==> config.mk <==
export PLATFORM = sky130hd
export DESIGN_NAME = barrel_unshifter
export DESIGN_NICKNAME = d
export VERILOG_FILES = /design/src/rtl/barrel_unshifter.sv
export SDC_FILE = /design/constraint.sdc
export NUM_CORES = 1
export LEC_CHECK = 0
export BUFFER_PORTS_ARGS = -buffer_cell sky130_fd_sc_hd__buf_2
export CAP_MARGIN = 30
export CORE_MARGIN = 2
export CORE_UTILIZATION = 25
export DETAILED_ROUTE_END_ITERATION = 8
export SETUP_SLACK_MARGIN = 0.3
export SLEW_MARGIN = 5
export SYNTH_ARGS = -nofsm -noshare
export SYNTH_HDL_FRONTEND = slang
export SYNTH_SLANG_ARGS = --single-unit
==> constraint.sdc <==
create_clock -name clk -period 1.8 [get_ports clk]
set_input_delay 0.18 -clock clk [delete_from_list [all_inputs] [get_ports clk]]
set_output_delay 0.18 -clock clk [all_outputs]
set_load 0.01 [all_outputs]
==> src/rtl/barrel_unshifter.sv <==
// Sequential inverse barrel shifter: undoes a forward shift/rotate one bit per clock,
// with valid/ready on both sides and a recovered-bit mask for logical-shift mode.
module barrel_unshifter #(
  parameter int DATA_SIZE = 16,
  parameter bit ROTATION  = 1'b1,
  parameter bit DIRECTION = 1'b1
) (
  input  logic                         clk,
  input  logic                         rst,
  input  logic                         in_valid,
  output logic                         in_ready,
  input  logic [DATA_SIZE-1:0]         data_in,
  input  logic [$clog2(DATA_SIZE)-1:0] select,
  output logic                         out_valid,
  input  logic                         out_ready,
  output logic [DATA_SIZE-1:0]         data_out,
  output logic [DATA_SIZE-1:0]         valid_mask,
  output logic                         busy
);

  localparam int SEL_W = $clog2(DATA_SIZE);

  typedef enum logic [1:0] {
    S_IDLE  = 2'd0,
    S_SHIFT = 2'd1,
    S_HOLD  = 2'd2
  } state_t;

  state_t               r_state;
  state_t               w_next;
  logic [DATA_SIZE-1:0] r_data;
  logic [DATA_SIZE-1:0] r_mask;
  logic [SEL_W-1:0]     r_cnt;
  logic                 w_load;
  logic                 w_shift;

  // One step against the forward direction; rotation keeps an all-ones mask all ones.
  function automatic logic [DATA_SIZE-1:0] step(input logic [DATA_SIZE-1:0] v);
    logic fill;
    if (DIRECTION) begin
      fill = ROTATION ? v[0] : 1'b0;
      return {fill, v[DATA_SIZE-1:1]};
    end else begin
      fill = ROTATION ? v[DATA_SIZE-1] : 1'b0;
      return {v[DATA_SIZE-2:0], fill};
    end
  endfunction

  always_comb begin
    w_next  = r_state;
    w_load  = 1'b0;
    w_shift = 1'b0;
    case (r_state)
      S_IDLE: begin
        if (in_valid) begin
          w_load = 1'b1;
          w_next = (select == '0) ? S_HOLD : S_SHIFT;
        end
      end
      S_SHIFT: begin
        w_shift = 1'b1;
        if (r_cnt == SEL_W'(1)) w_next = S_HOLD;
      end
      S_HOLD: begin
        if (out_ready) begin
          // A waiting word is reloaded on the same edge the result leaves.
          if (in_valid) begin
            w_load = 1'b1;
            w_next = (select == '0) ? S_HOLD : S_SHIFT;
          end else begin
            w_next = S_IDLE;
          end
        end
      end
      default: w_next = S_IDLE;
    endcase
  end

  always_ff @(posedge clk or negedge rst) begin
    if (!rst) begin
      r_state <= S_IDLE;
      r_data  <= '0;
      r_mask  <= '0;
      r_cnt   <= '0;
    end else begin
      r_state <= w_next;
      if (w_load) begin
        r_data <= data_in;
        r_mask <= '1;
        r_cnt  <= select;
      end else if (w_shift) begin
        r_data <= step(r_data);
        r_mask <= step(r_mask);
        r_cnt  <= r_cnt - SEL_W'(1);
      end
    end
  end

  assign in_ready   = (r_state == S_IDLE) || ((r_state == S_HOLD) && out_ready);
  assign out_valid  = (r_state == S_HOLD);
  assign busy       = (r_state != S_IDLE);
  assign data_out   = r_data;
  assign valid_mask = r_mask;

endmodule
# Yosys cells after proc, flatten, opt, wreduce, memory -nomap -nowiden
# Index checks and enable logic that the tools add are counted.
# totals
out_inout_bits	35
regBits	38
latchBits	0
wordCells	34
memories	0
rom_bits	0
mem_bits_rw	0
# classes
n_eq_ne	6
div_mod_pow	0
n_shift	0
n_mul	0
muxes	16
n_addsub	1
n_reduce_logical	7
n_bitwise	0
order_cmp	0
# op_table
cell	count
2-to-1 mux 16 bit	4
2-to-1 mux 2 bit	5
2-to-1 mux 4 bit	2
case mux 2 bit (3 select lines)	1
== test 4 x 1 -> 1 bit (second input constant)	1
logical NOT 4 bit	1
!= test 2 bit (second input constant)	2
nonzero test 2 bit	2
subtractor 4 x 1 -> 4 bit (second input constant)	1
2-to-1 mux 1 bit	3
AND reduction 3 bit	1
== test 2 x 1 -> 1 bit (second input constant)	1
== test 2 bit (second input constant)	1
logical NOT 2 bit	1
!= test 2 x 1 -> 1 bit (second input constant)	1
case mux 1 bit (2 select lines)	1
logical AND 1 bit	1
logical OR 1 bit	1

# Logic depth before layout (Yosys ltp)
# Gate-level depths: netlist of run 1.
# depth
word_depth	5
mapped_depth	6

# Least setup slack after synthesis of run 1
# OpenSTA, ideal clock, no wires.
# synth_path
path_type	register to register
start	reg r_state[0]
end	reg r_cnt[1]
setup_ps	126
required_time_ps	1674
arrival_ps	1238
slack_ps	436
n_path_buf	3
stages_incl_launch_ff	7
cell_sequence	dfrtp_1 buf_6 nor2b_1 buf_4 a21oi_4 buf_2 a221o_1
# synth_between
elab_chain_cells	3
elab_cells_between_ends	7
classes_between	eq/ne: 2; mux: 3; reduce/logical: 2
# synth_lines
item	line	text
start: declaration	29	state_t r_state;
start signal: assignment	86	r_state <= w_next;
== test 2 bit (tied with other cells)	53	case (r_state)
case mux 1 bit (2 select lines) / 2-to-1 mux 1 bit (equally long branches)	53	
2-to-1 mux 4 bit / nonzero test 2 bit (equally long branches)	n/a	
end signal: assignment	90	r_cnt <= select;
end signal: assignment	94	r_cnt <= r_cnt - SEL_W'(1);
end: declaration	33	logic [SEL_W-1:0] r_cnt;
# Parallel ways exist; a longest one is shown, timed or not.
# A chain may end at the register's enable or synchronous reset.

# Final worst setup path of run 1
# layout_path
start	reg r_state[1]
end	reg r_data[8] (netlist: data_out[8])
# layout_between
elab_chain_cells	3
elab_cells_between_ends	7
classes_between	eq/ne: 2; mux: 3; reduce/logical: 2
# layout_lines
item	line	text
== test 2 bit (tied with other cells)	53	
case mux 1 bit (2 select lines) / 2-to-1 mux 1 bit (equally long branches)	53	
2-to-1 mux 16 bit / nonzero test 2 bit (equally long branches)	n/a	
end signal: assignment	88	r_data <= data_in;
end signal: assignment	92	r_data <= step(r_data);
end: declaration	31	logic [DATA_SIZE-1:0] r_data;
# Parallel ways exist; a longest one is shown, timed or not.

==> flow_summary.json, run 1 <==
{
  "grtUsageMet3": 0.02922,
  "cts.clk_slew.worst_paths_ns": 0.08,
  "grt-ovfl-total": 0,
  "fmax_ghz": 0.7010,
  "synthCells": 170,
  "crit_required_ns": 1.96,
  "grt_max_degree": 39,
  "initial_utilization": 0.2580,
  "worstSetupPathType": "flop to flop",
  "max_stage_delay_ns": 0.45,
  "final_area_um2": 2292,
  "dieArea_um2": 7697,
  "avgSynthCellArea_um2": 10.31,
  "fin_crit_ns": 1.427,
  "whs_ns": 0.1234,
  "drive_gt1_frac": 0.3605,
  "tritoncts": "done",
  "instances_no_fill": 329,
  "setup_violations": 0,
  "area_growth_syn_to_layout_pct": 30.76,
  "ys_ff_latch": 38,
  "gr-max-usage-layer": "met1",
  "worst_pin_slew_ns": 0.4984,
  "vias": 1480,
  "ios": 59,
  "cp_slowest_cell": "dfrtp_2",
  "hpwl_um": 3105,
  "setup_slack_ns": 0.3734,
  "die_x_um": 87.74,
  "coreArea_um2": 6794,
  "synth.distinct_cells": 30,
  "grt_pass1_vias": 1407,
  "final_core_util": 0.3374,
  "yosysTopAreaCell": "dfrtp_1",
  "met1_usage": 0.1779,
  "crit_family": "flip-flops",
  "die_height_um": 87.74,
  "row_count": 30,
  "timing_hold_violations_final": 0,
  "fin_setup_tns_ns": 0,
  "yosys_warnings": 0,
  "totalWireLength_um": 4477,
  "clockBufferDepth": 2,
  "status": "complete, no violations",
  "worst-path-buf-inv": 2,
  "max_slew_margin": 0.6677,
  "synth.cell_area_um2": 1753,
  "grt_use_met2": 0.1660,
  "antenna_cells": 0,
  "dp_cells": 318,
  "finalMaxSlewViolations": 0,
  "root_buffer": "clkbuf_8",
  "clock-sinks": 38,
  "grt_antenna_before_repair": 0,
  "p_per_area_nw_per_um2": 1867,
  "grt_pass1_wl_um": 7093,
  "postPlaceCellArea_um2": 2132,
  "irDropWorstVdd_v": 0.0008815,
  "cp_max_fo": 14,
  "dr.pass1.iters": 4,
  "final_nets": 260,
  "post-route-drc-count": 0,
  "endpoint_kind": "flop",
  "ant_nets": 0,
  "synth.top_cell.area_share": 0.5425,
  "finalClockSkew_ns": 0.005727,
  "port_buffers": 58,
  "cts_htree_levels": 2,
  "hold_path_class": "primary input to flop",
  "power.total_mw": 4.278,
  "post_drt_wl_per_cell_um": 13.61,
  "rsz0062_at_grt": "no",
  "drt_iter0_markers": 109,
  "maxCapViolCount": 0,
  "vias_per_cell": 4.498,
  "p_leak_nw": 1.016,
  "worstSetupStartpointType": "flop",
  "worstPathCellList": "buf_4 > nor2b_4 > a21oi_4 > buf_12 > a221o_1",
  "period_share": 0.7925,
  "clk_latency_ns": 0.28,
  "syn_nets": 196,
  "track_usage": 0.1184,
  "cts_buffers": 5,
  "place.gp.congestion": 0.8161,
  "seq_area_frac_synth": 0.5425,
  "crit_arrival_ns": 1.59,
  "synth.area.top_cells": "dfrtp_1 (54%), a221o_1 (8.0%), nor2_1 (6.6%)",
  "place_ws_ns": 0.3199
}
## state kept, by name (all words and copies together), names as in the netlist
register and cells:
data_out 16, valid_mask 16, r_cnt 4, r_state 2
## area by class of cell
type / count / area (µm²)
Tap cell: 96 / 120.1
Sequential cell: 38 / 953.4
Multi-Input combinational cell: 118 / 728.2
Fill cell: 732 / 4502
Inverter: 2 / 7.507
Timing Repair Buffer: 69 / 400.4
Clock buffer: 6 / 82.58
## what timing repair did
action                     4_1_cts  5_1_grt
gates resized for setup          1        4
hold buffers                     1        0
setup endpoints to repair        2       35
buffers inserted                 0        4
hold endpoints to repair        38        0
gates cloned                     0        0
pin swaps                        0        2
## routing by layer
| layer | vias to the layer above | wire [µm] |
|---|---|---|
| met5 | - | 0 |
| met4 | 0 | 21 |
| met3 | 2 | 197 |
| met2 | 36 | 2038 |
| met1 | 724 | 2219 |
| li1 | 718 | - |
## cell usage after synthesis, drive strengths merged
| library cell | number |
|---|---|
| buf | 10 |
| nand2b | 3 |
| and2 | 12 |
| nand2 | 6 |
| nor2 | 32 |
| clkbuf | 2 |
| o21ai | 6 |
| mux2i | 4 |
| o22ai | 1 |
| o221ai | 1 |
| and2b | 1 |
| a221o | 14 |
| or3 | 1 |
| nand3b | 1 |
| nor3b | 1 |
| nor2b | 3 |
| inv | 2 |
| or3b | 1 |
| nor4 | 1 |
| a21oi | 16 |
| or2 | 2 |
| xor2 | 1 |
| dfrtp | 38 |
| ha | 2 |
| nand3 | 9 |
## cell families after synthesis
group | share of synthesized area
XOR/XNOR | 0.004997
adder cells (fa/ha/maj) | 0.01427
AO/OA/AOI/OAI | 0.1577
buffers and inverters | 0.04783
AND/OR/NAND/NOR | 0.2099
flip-flops | 0.5425
multiplexers | 0.02284
## worst register-to-register path, stage by stage (launching register included)
cell     delay [ns]
dfrtp_2        0.45
buf_4          0.15
nor2b_4        0.20
a21oi_4        0.06
buf_12         0.15
a221o_1        0.30
## power breakdown
part,internal [mW],switching (mW),total (mW)
clock network,0.296,0.283,0.578
registers,1.26,0.326,1.59
logic,1.01,1.11,2.11
total,2.56,1.71,4.28
## layout by cell type, fill, tap and decap left out, types with 8 or more instances in the layout
master,instances
buf_2,58
dfrtp_1,36
nor2_1,31
a21oi_1,15
a221o_1,14
and2_1,12
nand3_1,9
buf_4,8
## final timing paths
path	startpoint	endpoint	slack, ns	cells after the start
max	r_state[1]	data_out[8]	0.37	5
min	data_in[2]	data_out[2]	0.12	2
max reg2reg	r_state[1]	data_out[8]	0.37	5
min reg2reg	valid_mask[10]	valid_mask[9]	0.53	2
max in group asynchronous	rst	r_state[0]	0.96	3
min in group asynchronous	rst	data_out[8]	0.48	3
Power figures use the tool's default switching activity.
==> run 2, diff against run 1 <==
==> constraint.sdc (replaced) <==
create_clock -name clk -period 1.25 [get_ports clk]
set_input_delay 0.125 -clock clk [delete_from_list [all_inputs] [get_ports clk]]
set_output_delay 0.125 -clock clk [all_outputs]
set_load 0.01 [all_outputs]
==> flow_summary.json, run 2 (synthesis gave the netlist of run 1 again) <==
{
  "status": "finished with violations",
  "violations": "setup timing",
  "grt_antenna_before_repair": 0,
  "vias": 1634,
  "cts.clk_slew.worst_paths_ns": 0.08,
  "fmax_ghz": 0.7271,
  "final_cell_mix": "buf_2 (54), buf_4 (38), dfrtp_1 (36)",
  "worstSetupPathType": "flop to flop",
  "row_count": 30,
  "ant_nets": 0,
  "cp_max_fo": 4,
  "port_buffers": 58,
  "root_buffer": "clkbuf_8",
  "dr.pass1.iters": 4,
  "tritoncts": "done",
  "fin_crit_ns": 1.375,
  "dieArea_um2": 7697,
  "irDropWorstVdd_v": 0.0009079,
  "p_leak_nw": 1.264,
  "layout_commonest_cell": "buf_2",
  "finalMaxSlewViolations": 0,
  "period_share": 1.100,
  "grt_max_degree": 24,
  "grt_pass1_vias": 1586,
  "holdPathStages": 2,
  "antenna_cells": 0,
  "internal_power_mw": 4.658,
  "switchingPower_mw": 2.829,
  "hpwl_um": 3280,
  "post_drt_wl_per_cell_um": 13.35,
  "ios": 59,
  "hold_path_class": "primary input to flop",
  "crit_required_ns": 1.48,
  "fillers": 659,
  "area_growth_syn_to_layout_pct": 58.03,
  "drt_iter0_markers": 73,
  "clock-sinks": 38,
  "die_x_um": 87.74,
  "power.share.clock": 0.119,
  "setup_slack_ns": -0.1253,
  "combPwrFrac": 0.588,
  "post-route-drc-count": 0,
  "r2r_cells": 4,
  "endpoint_kind": "flop",
  "clk_latency_ns": 0.29,
  "place.gp.congestion": 0.7838,
  "max_slew_margin": 0.6443,
  "dp_cells": 332,
  "grt-ovfl-total": 0,
  "worst_pin_slew_ns": 0.5287,
  "crit_arrival_ns": 1.61,
  "clockBufferDepth": 2,
  "switching_share": 0.3779,
  "initial_utilization": 0.2580,
  "totalWireLength_um": 4968,
  "place_ws_ns": -0.1437,
  "track_usage": 0.1377,
  "whs_ns": 0.06210,
  "instances_no_fill": 372,
  "final_nets": 301,
  "rsz0062_at_grt": "yes",
  "timing_hold_violations_final": 0,
  "cts_htree_levels": 2,
  "coreArea_um2": 6794,
  "final_core_util": 0.4077,
  "multi_input_area_um2": 797.0,
  "drive_gt1_frac": 0.5181,
  "die_height_um": 87.74,
  "postPlaceCellArea_um2": 2287,
  "maxCapViolCount": 0,
  "grt_pass1_wl_um": 8169,
  "cts_buffers": 5,
  "finalClockSkew_ns": 0.003380,
  "final_area_um2": 2770,
  "power.share.sequential": 0.294,
  "vias_per_cell": 4.392,
  "p_per_area_nw_per_um2": 2703,
  "setup_violations": 39,
  "regArea_um2": 953.4,
  "worstSetupStartpointType": "flop"
}
==> run 2: cell types whose count changed in the layout (fill, tap and decap cells not counted), sizes merged <==
cell,change
clkinv,+1
clkbuf,+1
buf,+41
==> run 2: critical path, cell delays in order, from the launching register on <==
cell and delay (ns):
dfrtp_2 0.43, buf_4 0.15, or3b_4 0.36, or3_1 0.30, nand3_1 0.07
==> run 2: cell type report <==
type | count | share of cell area
Timing Repair Buffer | 110 | 0.2891
Clock inverter | 1 | 0.001807
Tap cell | 96 | 0.04336
Sequential cell | 38 | 0.3442
Inverter | 2 | 0.002710
Clock buffer | 7 | 0.03117
Multi-Input combinational cell | 118 | 0.2877
==> run 2: path summary, 6_finish.rpt <==
check / slack (ns) / end / from
setup / recovery: -0.13 / r_cnt[3] / r_state[1]
hold / removal: 0.06 / data_out[3] / data_in[3]
setup reg to reg: -0.13 / r_cnt[3] / r_state[1]
hold reg to reg: 0.53 / data_out[3] / data_out[3]
max in group asynchronous: 0.48 / valid_mask[11] / rst
min in group asynchronous: 0.31 / data_out[8] / rst
==> run 2: timing repair <==
| item | 4_1_cts | 5_1_grt |
|---|---|---|
| hold buffers | 1 | 0 |
| pin swaps | 5 | 3 |
| gates cloned | 0 | 0 |
| endpoints found under the setup margin | 73 | 73 |
| gates resized for setup | 34 | 11 |
| setup buffers | 28 | 3 |
| endpoints found under the hold margin | 15 | 0 |
==> run 2: metal layers <==
| metal | track usage | share of wire | routed length (µm) |
|---|---|---|---|
| met3 | 0.03205 | 0.050 | 247 |
| met1 | 0.1906 | 0.46 | 2276 |
| met2 | 0.2121 | 0.48 | 2383 |
| met5 | 0 | 0 | 0 |
| met4 | 0.04615 | 0.012 | 60 |
==> run 2: power by group through the flow <==
stage	combinational, mW	clock (mW)	sequential, mW
6_report	4.40	0.889	2.20
5_1_grt	4.82	0.973	2.27
4_1_cts	4.24	0.915	2.19
3_5_place_dp	3.29	0	2.27
3_3_place_gp	3.27	0	2.26
2_1_floorplan	1.87	0	2.41
==> run 2: metrics by stage <==
step / power, mW / TNS [ns]
finish: 7.487 / -2.669
global route: 8.063 / -4.337
CTS: 7.347 / -2.590
detailed placement: 5.562 / -2.949
global placement: 5.523 / -2.135
floorplan: 4.274 / -1.024
==> run 3, diff against run 2 <==
--- a/config.mk
+++ b/config.mk
@@ -10,7 +10,7 @@
 export CORE_MARGIN = 2
 export CORE_UTILIZATION = 25
 export DETAILED_ROUTE_END_ITERATION = 8
-export SETUP_SLACK_MARGIN = 0.3
+export SETUP_SLACK_MARGIN = 0.2
 export SLEW_MARGIN = 5
 export SYNTH_ARGS = -nofsm -noshare
 export SYNTH_HDL_FRONTEND = slang
==> flow_summary.json, run 3 (synthesis gave the netlist of run 1 again) <==
{
  "worst_pin_slew_ns": 0.5261,
  "grt_pass1_vias": 1503,
  "grt_pass1_wl_um": 7817,
  "initial_utilization": 0.2580,
  "dieArea_um2": 7697,
  "grt_max_degree": 24,
  "period_share": 1.099,
  "finalClockSkew_ns": 0.003883,
  "worstPathCellList": "buf_4 > or3b_4 > or3_1 > nand3_1",
  "maxCapViolCount": 0,
  "coreArea_um2": 6794,
  "layout_commonest_cell": "buf_2",
  "rr_startpoint": "r_state[1]",
  "grt-ovfl-total": 0,
  "postPlaceCellArea_um2": 2287,
  "cts_buffers": 5,
  "clk_latency_ns": 0.29,
  "fmax_ghz": 0.7277,
  "r2r_setup_slack_ns": -0.12,
  "die_height_um": 87.74,
  "clock-sinks": 38,
  "status": "finished with violations",
  "dr.pass1.iters": 4,
  "min-delay-start": "data_in[4]",
  "ios": 59,
  "hpwl_um": 3280,
  "worstSetupPathType": "flop to flop",
  "worst-path-buf-inv": 1,
  "max_stage_delay_ns": 0.43,
  "final_area_um2": 2585,
  "cp_max_fo": 4,
  "cts.clk_slew.worst_paths_ns": 0.08,
  "clockBufferDepth": 2,
  "p_leak_nw": 1.156,
  "post-route-drc-count": 0,
  "hold_path_end": "data_out[4]",
  "row_count": 30,
  "timing_hold_violations_final": 0,
  "r2r_cells": 4,
  "r2r_end": "r_cnt[3]",
  "cp_slowest_cell": "dfrtp_2",
  "area_growth_syn_to_layout_pct": 47.47,
  "violations": "setup timing",
  "place.gp.congestion": 0.7838,
  "track_usage": 0.1320,
  "irDropWorstVdd_v": 0.0009060,
  "setup_violations": 39,
  "post_drt_wl_per_cell_um": 13.62,
  "final_cell_mix": "buf_2 (56), dfrtp_1 (36), nor2_1 (20)",
  "vias": 1557,
  "endpoint_kind": "flop",
  "drt_iter0_markers": 98,
  "setup_slack_ns": -0.1242,
  "worstSetupStartpointType": "flop",
  "p_per_area_nw_per_um2": 2718,
  "root_buffer": "clkbuf_8",
  "final_nets": 278,
  "drive_gt1_frac": 0.4743,
  "hold_path_class": "primary input to flop",
  "crit_required_ns": 1.48,
  "die_x_um": 87.74,
  "crit_family": "simple AND/OR/NAND/NOR gates",
  "crit_arrival_ns": 1.61,
  "rsz0062_at_grt": "yes",
  "finalMaxSlewViolations": 0,
  "antenna_cells": 0,
  "fin_crit_ns": 1.374,
  "ant_nets": 0,
  "path_depth": 4,
  "port_buffers": 58,
  "max_slew_margin": 0.6460,
  "totalWireLength_um": 4754,
  "grt_antenna_before_repair": 0,
  "whs_ns": 0.06101,
  "holdPathStages": 2,
  "tritoncts": "done",
  "vias_per_cell": 4.461,
  "cts_htree_levels": 2
}
run 3: stage by stage:
step                      total power, mW  cells  utilization  setup TNS [ns]  worst slack [ns]
after CTS                           6.977    349       0.3761          -2.591           -0.1574
after detailed placement            5.562    332       0.3366          -2.949           -0.1437
after global placement              5.523    332       0.3366          -2.135           -0.1205
after global routing                7.553    349       0.3805          -4.279           -0.1691
final                               7.025    349       0.3805          -2.655           -0.1242
after floorplan                     4.274    170            -          -1.024          -0.07298
run 3: how the worst max path moves through the flow:
stage                from     endpoint  slack, ns
2_1_floorplan  r_state[0]     r_cnt[1]      -0.07
3_3_place_gp   r_state[0]  data_out[1]      -0.12
3_5_place_dp   r_state[0]  data_out[8]      -0.14
4_1_cts        r_state[1]     in_ready      -0.16
5_1_grt        r_state[1]     r_cnt[3]      -0.17
6_report       r_state[1]     r_cnt[3]      -0.12
run 3: what timing repair did:
action	CTS	global route
endpoints found under the hold margin	15	0
setup endpoints to repair	41	41
hold buffers	1	0
resized for setup	34	9
pin swaps	5	3
buffers inserted	8	0
run 3: cell type report:
type,count,area [µm²]
timing repair buffer,87,615.6
clock buffer,7,86.33
clock inverter,1,5.005
tap,96,120.1
multi-input combinational,118,797.0
sequential,38,953.4
fill,660,4209
inverter,2,7.507
run 3: per-layer routing:
layer  GRT usage  vias up  share of wire  wire, µm
li1            -      758              -         -
met1      0.1830      758           0.47      2257
met2      0.2011       35           0.47      2211
met3     0.03205        6          0.048       226
met4     0.04615        0          0.012        59
met5           0        -              0         0
run 3: where the power goes:
part           switching, mW  total (mW)  leakage (nW)  internal, mW
Combinational           1.83        3.85         0.689          2.02
Clock                  0.446       0.892        0.0482         0.446
Sequential             0.470        2.28         0.418          1.81
run 3: worst reg2reg max path: cells and delay by family, from the launching register on:
family | cells | cell delay [ns]
buf+inv | 1 | 0.15
flops | 1 | 0.43
simple gates | 3 | 0.73
